$ cat config.mk
export PLATFORM = sky130hd
export DESIGN_NAME = memory_port_arbiter_flat
export DESIGN_NICKNAME = d
export VERILOG_FILES = /design/src/rtl/memory_port_arbiter_if.sv /design/src/rtl/memory_port_arbiter.sv /design/src/flat_wrapper.sv
export SDC_FILE = /design/constraint.sdc
export NUM_CORES = 1
export LEC_CHECK = 0
export ABC_AREA = 1
export CORE_AREA = 2 2 153 155
export DETAILED_ROUTE_END_ITERATION = 16
export DIE_AREA = 0 0 155 157
export MAX_ROUTING_LAYER = met4
export SYNTH_ARGS = -nofsm -noshare
export SYNTH_HDL_FRONTEND = slang
export SYNTH_SLANG_ARGS = --single-unit
$ cat constraint.sdc
create_clock -name clk -period 3.35 [get_ports clk]
set_input_delay 0.67 -clock clk [delete_from_list [all_inputs] [get_ports clk]]
set_output_delay 0.67 -clock clk [all_outputs]
set_load 0.1 [all_outputs]
$ cat src/rtl/memory_port_arbiter_if.sv
// Bundle of PE request/response, memory-side and stall-profiling signals
// around the data-memory port arbiter.
interface memory_port_arbiter_if #(
  parameter int NUM_PORTS           = 4,
  parameter int DATA_WIDTH          = 32,
  parameter int ADDRESS_WIDTH       = 16,
  parameter int STALL_COUNTER_WIDTH = 16
);
  logic [NUM_PORTS-1:0]                     req_valid;
  logic [NUM_PORTS-1:0]                     req_write;
  logic [NUM_PORTS*ADDRESS_WIDTH-1:0]       req_address;
  logic [NUM_PORTS*DATA_WIDTH-1:0]          req_data;
  logic [NUM_PORTS-1:0]                     req_ready;
  logic [NUM_PORTS-1:0]                     rsp_valid;
  logic [DATA_WIDTH-1:0]                    rsp_data;
  logic [ADDRESS_WIDTH-1:0]                 mem_address;
  logic                                     mem_write;
  logic [DATA_WIDTH-1:0]                    mem_write_data;
  logic [DATA_WIDTH-1:0]                    mem_read_data;
  logic                                     stall_clear;
  logic [NUM_PORTS*STALL_COUNTER_WIDTH-1:0] stall_count;

  modport slave (
    input  req_valid, req_write, req_address, req_data, mem_read_data, stall_clear,
    output req_ready, rsp_valid, rsp_data, mem_address, mem_write, mem_write_data, stall_count
  );

  modport master (
    output req_valid, req_write, req_address, req_data, mem_read_data, stall_clear,
    input  req_ready, rsp_valid, rsp_data, mem_address, mem_write, mem_write_data, stall_count
  );
endinterface

$ cat src/rtl/memory_port_arbiter.sv
// Round-robin arbiter multiplexing NUM_PORTS PE load/store ports onto one
// registered-output data-memory port, with per-port saturating stall counters.
module memory_port_arbiter #(
  parameter int NUM_PORTS           = 4,
  parameter int DATA_WIDTH          = 32,
  parameter int ADDRESS_WIDTH       = 16,
  parameter int STALL_COUNTER_WIDTH = 16
) (
  input logic                  clk,
  input logic                  reset,
  memory_port_arbiter_if.slave bus
);
  localparam int               PTR_W       = $clog2(NUM_PORTS);
  localparam logic [PTR_W:0]   NUM_PORTS_W = (PTR_W+1)'(NUM_PORTS);
  localparam logic [PTR_W-1:0] LAST_PORT   = PTR_W'(NUM_PORTS - 1);

  logic [PTR_W-1:0]               r_rrPtr;
  logic [NUM_PORTS-1:0]           r_rspOnehot;
  logic [STALL_COUNTER_WIDTH-1:0] r_stallCnt [NUM_PORTS];

  logic [NUM_PORTS-1:0]                     w_grant;
  logic [PTR_W-1:0]                         w_grantIdx;
  logic                                     w_found;
  logic [PTR_W:0]                           w_scanIdx;
  logic                                     w_grantWrite;
  logic [ADDRESS_WIDTH-1:0]                 w_memAddress;
  logic [DATA_WIDTH-1:0]                    w_memWriteData;
  logic [NUM_PORTS*STALL_COUNTER_WIDTH-1:0] w_stallPacked;

  // Scan from r_rrPtr upward with wrap; the first valid port wins.
  always_comb begin
    w_grant    = '0;
    w_grantIdx = '0;
    w_found    = 1'b0;
    w_scanIdx  = '0;
    for (int o = 0; o < NUM_PORTS; o++) begin
      w_scanIdx = {1'b0, r_rrPtr} + (PTR_W+1)'(o);
      if (w_scanIdx >= NUM_PORTS_W) begin
        w_scanIdx = w_scanIdx - NUM_PORTS_W;
      end
      if (!w_found && bus.req_valid[w_scanIdx[PTR_W-1:0]]) begin
        w_found                          = 1'b1;
        w_grantIdx                       = w_scanIdx[PTR_W-1:0];
        w_grant[w_scanIdx[PTR_W-1:0]]    = 1'b1;
      end
    end
  end

  always_comb begin
    w_memAddress   = '0;
    w_memWriteData = '0;
    w_grantWrite   = 1'b0;
    for (int i = 0; i < NUM_PORTS; i++) begin
      if (w_grant[i]) begin
        w_memAddress   = bus.req_address[i*ADDRESS_WIDTH +: ADDRESS_WIDTH];
        w_memWriteData = bus.req_data[i*DATA_WIDTH +: DATA_WIDTH];
        w_grantWrite   = bus.req_write[i];
      end
    end
  end

  always_comb begin
    w_stallPacked = '0;
    for (int i = 0; i < NUM_PORTS; i++) begin
      w_stallPacked[i*STALL_COUNTER_WIDTH +: STALL_COUNTER_WIDTH] = r_stallCnt[i];
    end
  end

  assign bus.req_ready      = w_grant;
  assign bus.mem_address    = w_memAddress;
  assign bus.mem_write      = w_found & w_grantWrite;
  assign bus.mem_write_data = w_memWriteData;
  assign bus.rsp_valid      = r_rspOnehot;
  assign bus.rsp_data       = bus.mem_read_data;
  assign bus.stall_count    = w_stallPacked;

  // Response tag lines up with the memory's one-cycle registered read.
  always_ff @(posedge clk or posedge reset) begin
    if (reset) begin
      r_rrPtr     <= '0;
      r_rspOnehot <= '0;
    end else begin
      r_rspOnehot <= (w_found && !w_grantWrite) ? w_grant : '0;
      if (w_found) begin
        r_rrPtr <= (w_grantIdx == LAST_PORT) ? '0 : w_grantIdx + 1'b1;
      end
    end
  end

  for (genvar i = 0; i < NUM_PORTS; i++) begin : g_stall
    always_ff @(posedge clk or posedge reset) begin
      if (reset) begin
        r_stallCnt[i] <= '0;
      end else if (bus.stall_clear) begin
        r_stallCnt[i] <= '0;
      end else if (bus.req_valid[i] && !w_grant[i] && !(&r_stallCnt[i])) begin
        r_stallCnt[i] <= r_stallCnt[i] + 1'b1;
      end
    end
  end
endmodule

$ cat src/flat_wrapper.sv
// flat-port wrapper written by rule: the top's interface ports become plain ports
module memory_port_arbiter_flat 
#(
  parameter int NUM_PORTS           = 4,
  parameter int DATA_WIDTH          = 32,
  parameter int ADDRESS_WIDTH       = 16,
  parameter int STALL_COUNTER_WIDTH = 16
)
  (clk, reset, bus_req_valid, bus_req_write, bus_req_address, bus_req_data, bus_mem_read_data, bus_stall_clear, bus_req_ready, bus_rsp_valid, bus_rsp_data, bus_mem_address, bus_mem_write, bus_mem_write_data, bus_stall_count);
  memory_port_arbiter_if #(.NUM_PORTS(NUM_PORTS), .DATA_WIDTH(DATA_WIDTH), .ADDRESS_WIDTH(ADDRESS_WIDTH), .STALL_COUNTER_WIDTH(STALL_COUNTER_WIDTH)) bus_i ();
  input logic clk;
  input logic reset;
  input wire logic [$bits(bus_i.req_valid)-1:0] bus_req_valid;
  input wire logic [$bits(bus_i.req_write)-1:0] bus_req_write;
  input wire logic [$bits(bus_i.req_address)-1:0] bus_req_address;
  input wire logic [$bits(bus_i.req_data)-1:0] bus_req_data;
  input wire logic [$bits(bus_i.mem_read_data)-1:0] bus_mem_read_data;
  input wire logic [$bits(bus_i.stall_clear)-1:0] bus_stall_clear;
  output wire logic [$bits(bus_i.req_ready)-1:0] bus_req_ready;
  output wire logic [$bits(bus_i.rsp_valid)-1:0] bus_rsp_valid;
  output wire logic [$bits(bus_i.rsp_data)-1:0] bus_rsp_data;
  output wire logic [$bits(bus_i.mem_address)-1:0] bus_mem_address;
  output wire logic [$bits(bus_i.mem_write)-1:0] bus_mem_write;
  output wire logic [$bits(bus_i.mem_write_data)-1:0] bus_mem_write_data;
  output wire logic [$bits(bus_i.stall_count)-1:0] bus_stall_count;
  assign bus_i.req_valid = bus_req_valid;
  assign bus_i.req_write = bus_req_write;
  assign bus_i.req_address = bus_req_address;
  assign bus_i.req_data = bus_req_data;
  assign bus_i.mem_read_data = bus_mem_read_data;
  assign bus_i.stall_clear = bus_stall_clear;
  assign bus_req_ready = bus_i.req_ready;
  assign bus_rsp_valid = bus_i.rsp_valid;
  assign bus_rsp_data = bus_i.rsp_data;
  assign bus_mem_address = bus_i.mem_address;
  assign bus_mem_write = bus_i.mem_write;
  assign bus_mem_write_data = bus_i.mem_write_data;
  assign bus_stall_count = bus_i.stall_count;
  memory_port_arbiter #(.NUM_PORTS(NUM_PORTS), .DATA_WIDTH(DATA_WIDTH), .ADDRESS_WIDTH(ADDRESS_WIDTH), .STALL_COUNTER_WIDTH(STALL_COUNTER_WIDTH)) u_core (.clk(clk), .reset(reset), .bus(bus_i));
endmodule
* Yosys cells after proc, flatten, opt, wreduce, memory -nomap -nowiden
Index checks and enable logic that the tools add are counted.
Widths: inputs -> output; s select.
** Word-level totals
- Logic and storage cells :: 125
- Output and inout port bits :: 153
- Register bits after elaboration :: 70
- Input port bits :: 235
** Operators by class
- Add/subtract/negate cells :: 12
- Magnitude comparators :: 12
- Reductions and logical operators :: 36
- Bitwise logic cells :: 4
- Multiplexer cells :: 54
- Equality and inequality tests :: 1
** Operators by type and width (number)
- $mux 16 :: 12
- $mux 32 :: 4
- $add 16x1->16 const B :: 4
- $reduce_and 16->1 :: 4
- $mux 4 :: 5
- $mux 2 :: 9
- $logic_and 1x1->1 :: 16
- $mux 1 :: 16
- $logic_not 1->1 :: 12
- $lt 2x3->1 const B :: 4
- $or 4x4->4 :: 3
- $ge 3x3->1 const B :: 3
- $bmux 1 s2 :: 4
- $demux 1 s2 :: 4
- $ge 2x1->1 const B :: 4
- $reduce_bool 2->1 :: 4
- $sub 2x1->2 const B :: 4
- $add 2x2->3 const B :: 2
- $add 2x1->3 const B :: 1
- $ge 2x3->1 const B :: 1
- $add 2x1->2 const B :: 1
- $eq 2x2->1 const B :: 1
- $and 1x1->1 :: 1

* Logic depth before layout (Yosys ltp)
- Depth after elaboration :: 21
- Gate-level depth with buffers :: 17
- Depth with buffers taken out :: 15

* Worst setup path after synthesis
Ideal clock, no wire load.
- Kind :: flip-flop to output port
- Start :: register (tool-made name)
- End :: output bus_mem_write_data[22]
- Required time :: 2.680 ns
- Slack :: -1.181 ns
- Buffers on the path :: 2
- Stages on the path, launching flop included :: 14
- Arrival time :: 3.861 ns
- Cells stage by stage :: dfrtp_1 > buf_6 > inv_4 > ha_1 > inv_1 > nand3_1 > nand2_1 > nand2_1 > nor2_2 > nand2_1 > nand3_2 > buf_2 > a21oi_1 > a2bb2oi_1
** RTL lines
- end, declared :: RTL line flat_wrapper.sv:24 : output wire logic [$bits(bus_i.mem_write_data)-1:0] bus_mem_write_data;

==> summary.md <==
| Metric | Value |
|---|---|
| Commonest non-fill, non-tap cells in the layout | 212 x nand2_1, 198 x clkdlybuf4s50_1, 130 x buf_4, 105 x nand3_1, 70 x buf_12 |
| RePlAce Congestion | 0.893 |
| Hold buffers post-CTS | 0 |
| Io pins | 388 |
| Total gr overflow | 0 |
| Final period util | 99.5% |
| Final setup viols | 0 |
| Largest net degree at the start of global routing | 30 |
| Hold Path Depth | 2 |
| Die area | 24300 µm² |
| H-tree depth | 3 |
| Mapped cell area | 6520 µm² |
| Chip width | 155 µm |
| Crit path capture type | output pin |
| Post-DP HPWL | 23300 µm |
| Total routed wirelength | 30800 µm |
| P&R area growth vs syn | 94.1% |
| Worst-path fanout max | 26 |
| Row count | 55 |
| Core ar. | 22500 µm² |
| Max Cap Viol | 0 |
| Vias per inst | 5.09 |
| Synthesized flop and latch total | 70 |
| Starting Density | 29.0% |
| Avg Cell Area, Syn | 6.84 µm² |
| Yosys warns | 0 |
| Post-DRT Antenna Nets | 0 |
| CTS tree | yes |
| Worst EP arrival | 2660 ps |
| Initial antenna violation count | 0 |
| Max clock buf depth | 2 |
| CTS sink cnt | 70 |
| Status | finished, final reports clean |
| Synth unique cells | 43 |
| Root Driver | clkbuf_16 |
| Top FF cell, synth | dfrtp_1 |
| # DRC | 0 |
| R2r endpoint | u_core.bus.rsp_valid[2]$_DFF_PP0_ |
| Setup TNS | 0 ps |
| GRT Util Overall | 24.1% |
| Clock Latency Late Sink | 330 ps |
| DR vias | 8126 |
| Most common cell after layout, fill and taps aside | nand2_1 |
| Worst slew pin tran | 711 ps |
| R2R Setup Slk | 80 ps |
| WHS Endpoint | u_core.bus.stall_count[60]$_DFFE_PP0P_ |
| CTS buffer count | 9 |
| Final core occ | 56.2% |
| # diodes | 0 |
| Fmax | 300 MHz |
| RSZ-0062 raised after global routing | yes |
| Tmin final | 3330 ps |
| Required @ worst endpoint | 2680 ps |
| Worst hold path type | register to register |
| Port bufs | 323 |
| DR iter-0 viols | 296 |
| Max Slew Vio Count | 0 |
| Fraction of final layout cells sized beyond drive strength 1 | 33.5% |
| Mean routed wirelength per cell | 19.3 µm |
| Die Y | 157 µm |
| HP Start | u_core.bus.stall_count[60]$_DFFE_PP0P_ |
| Number of synthesized flops with an enable pin | 0 |
| Final setup skew | 8.01 ps |
| Crit Path Category | register to output pin |
| Syn nets | 1199 |
| Seq/Total Area, Yosys | 26.9% |
| Drt pass-1 iters | 5 |
| Final Hold Vio Count | 0 |
| Worst relative slew slack | 52.2% |
| Synth Instances | 953 |
| Final-stage net count | 1551 |
| Post-synth ARST share | 100% |
| R2R depth | 24 |
| Vias in the first global route | 7861 |
| First-pass GRT wire length | 44600 µm |
| CTS clk-pin slew, worst paths | 60 ps |
| CP startpoint kind | register |
==> how the worst max path moves through the flow <==
| stage | from | endpoint | slack (ps) |
|---|---|---|---|
| floorplan | register | bus_mem_write_data[18] | -250 |
| global placement | bus_req_valid[1] | bus_mem_write_data[20] | -250 |
| detailed placement | bus_req_valid[2] | bus_mem_write_data[8] | -270 |
| CTS | bus_req_valid[1] | bus_mem_write_data[7] | -0.1 |
| global route | register | bus_mem_write_data[9] | -110 |
| finish | register | bus_mem_write | 20 |
==> through the flow <==
stage	instance area, µm²	setup WS (ps)	hold slack, ps	cells
2_1_floorplan	7240	-247	611	953
3_3_place_gp	11300	-246	577	1544
3_5_place_dp	11300	-268	564	1544
4_1_cts	12000	-0.100	576	1571
5_1_grt	12700	-114	603	1595
6_report	12700	17.2	574	1595
==> layout make-up <==
class / instances / area [µm²]
clock buffers: 9 / 225
fillers: 2021 / 9850
well taps: 285 / 357
clock inverters: 7 / 121
multi-input cells: 723 / 5130
flip-flops and latches: 70 / 1750
inverters: 77 / 309
repair buffers: 424 / 4750
==> flip-flops by register name, indices dropped and copies added, names as in the netlist, named ones only <==
| name | flops |
|---|---|
| u_core.bus.rsp_valid | 4 |
| u_core.bus.stall_count | 64 |
| u_core.r_rrPtr | 1 |
==> Yosys cell counts, types with 11 or more instances <==
master	n	area, µm²
nand2_1	258	968
nand3_1	115	576
dfrtp_1	70	1750
inv_1	67	251
a21oi_1	66	330
a2bb2oi_1	48	420
nor2_1	44	165
buf_4	35	263
buf_2	28	140
nor3_1	26	130
xor2_1	26	228
nand4_1	22	138
o21ai_0	20	100
o31ai_1	13	97.6
buf_6	11	124
ha_1	11	138
o21ai_1	11	55.1
==> kinds of logic after synthesis <==
family / after synthesis / share of synthesized area [%]
AND/OR/NAND/NOR: 499 / 34.8
AO/OA/AOI/OAI: 181 / 18.8
buffers and inverters: 160 / 13.1
flip-flops: 70 / 26.9
XOR/XNOR: 32 / 4.30
adder cells (fa/ha/maj): 11 / 2.11
==> critical path, stage by stage, from the launching register on <==
cell     delay (ps)
dfrtp_2         440
inv_4            80
ha_4            220
inv_4            80
nand3_4          70
nand2_4         100
nand2_2          70
nor2_4          150
nand2_1          80
nand3_2         110
buf_12          240
buf_12          190
a21oi_1          50
nand2_1         100
nand2_2          80
nand2_2          90
buf_12          180
==> routing by layer <==
layer  vias up  routed length (µm)  share of wire [%]  global-route usage [%]
li1       3917                   -                  -                       -
met1      3843               12100                 39                    27.4
met2       319               15300                 50                    42.1
met3        47                2590                8.4                    7.32
met4         0                 735                2.4                    5.25
met5         -                   0                  0                       -
==> what timing repair did <==
action                                  in CTS  in global routing
buffers inserted                             9                 18
cloned                                       2                  7
resized for setup                           53                112
pin swaps                                    9                 53
endpoints found under the setup margin      50                 52
Power is left out: the tool's default activity adds up to more than one toggle a clock period on the data nets, which glitch-free logic cannot reach.
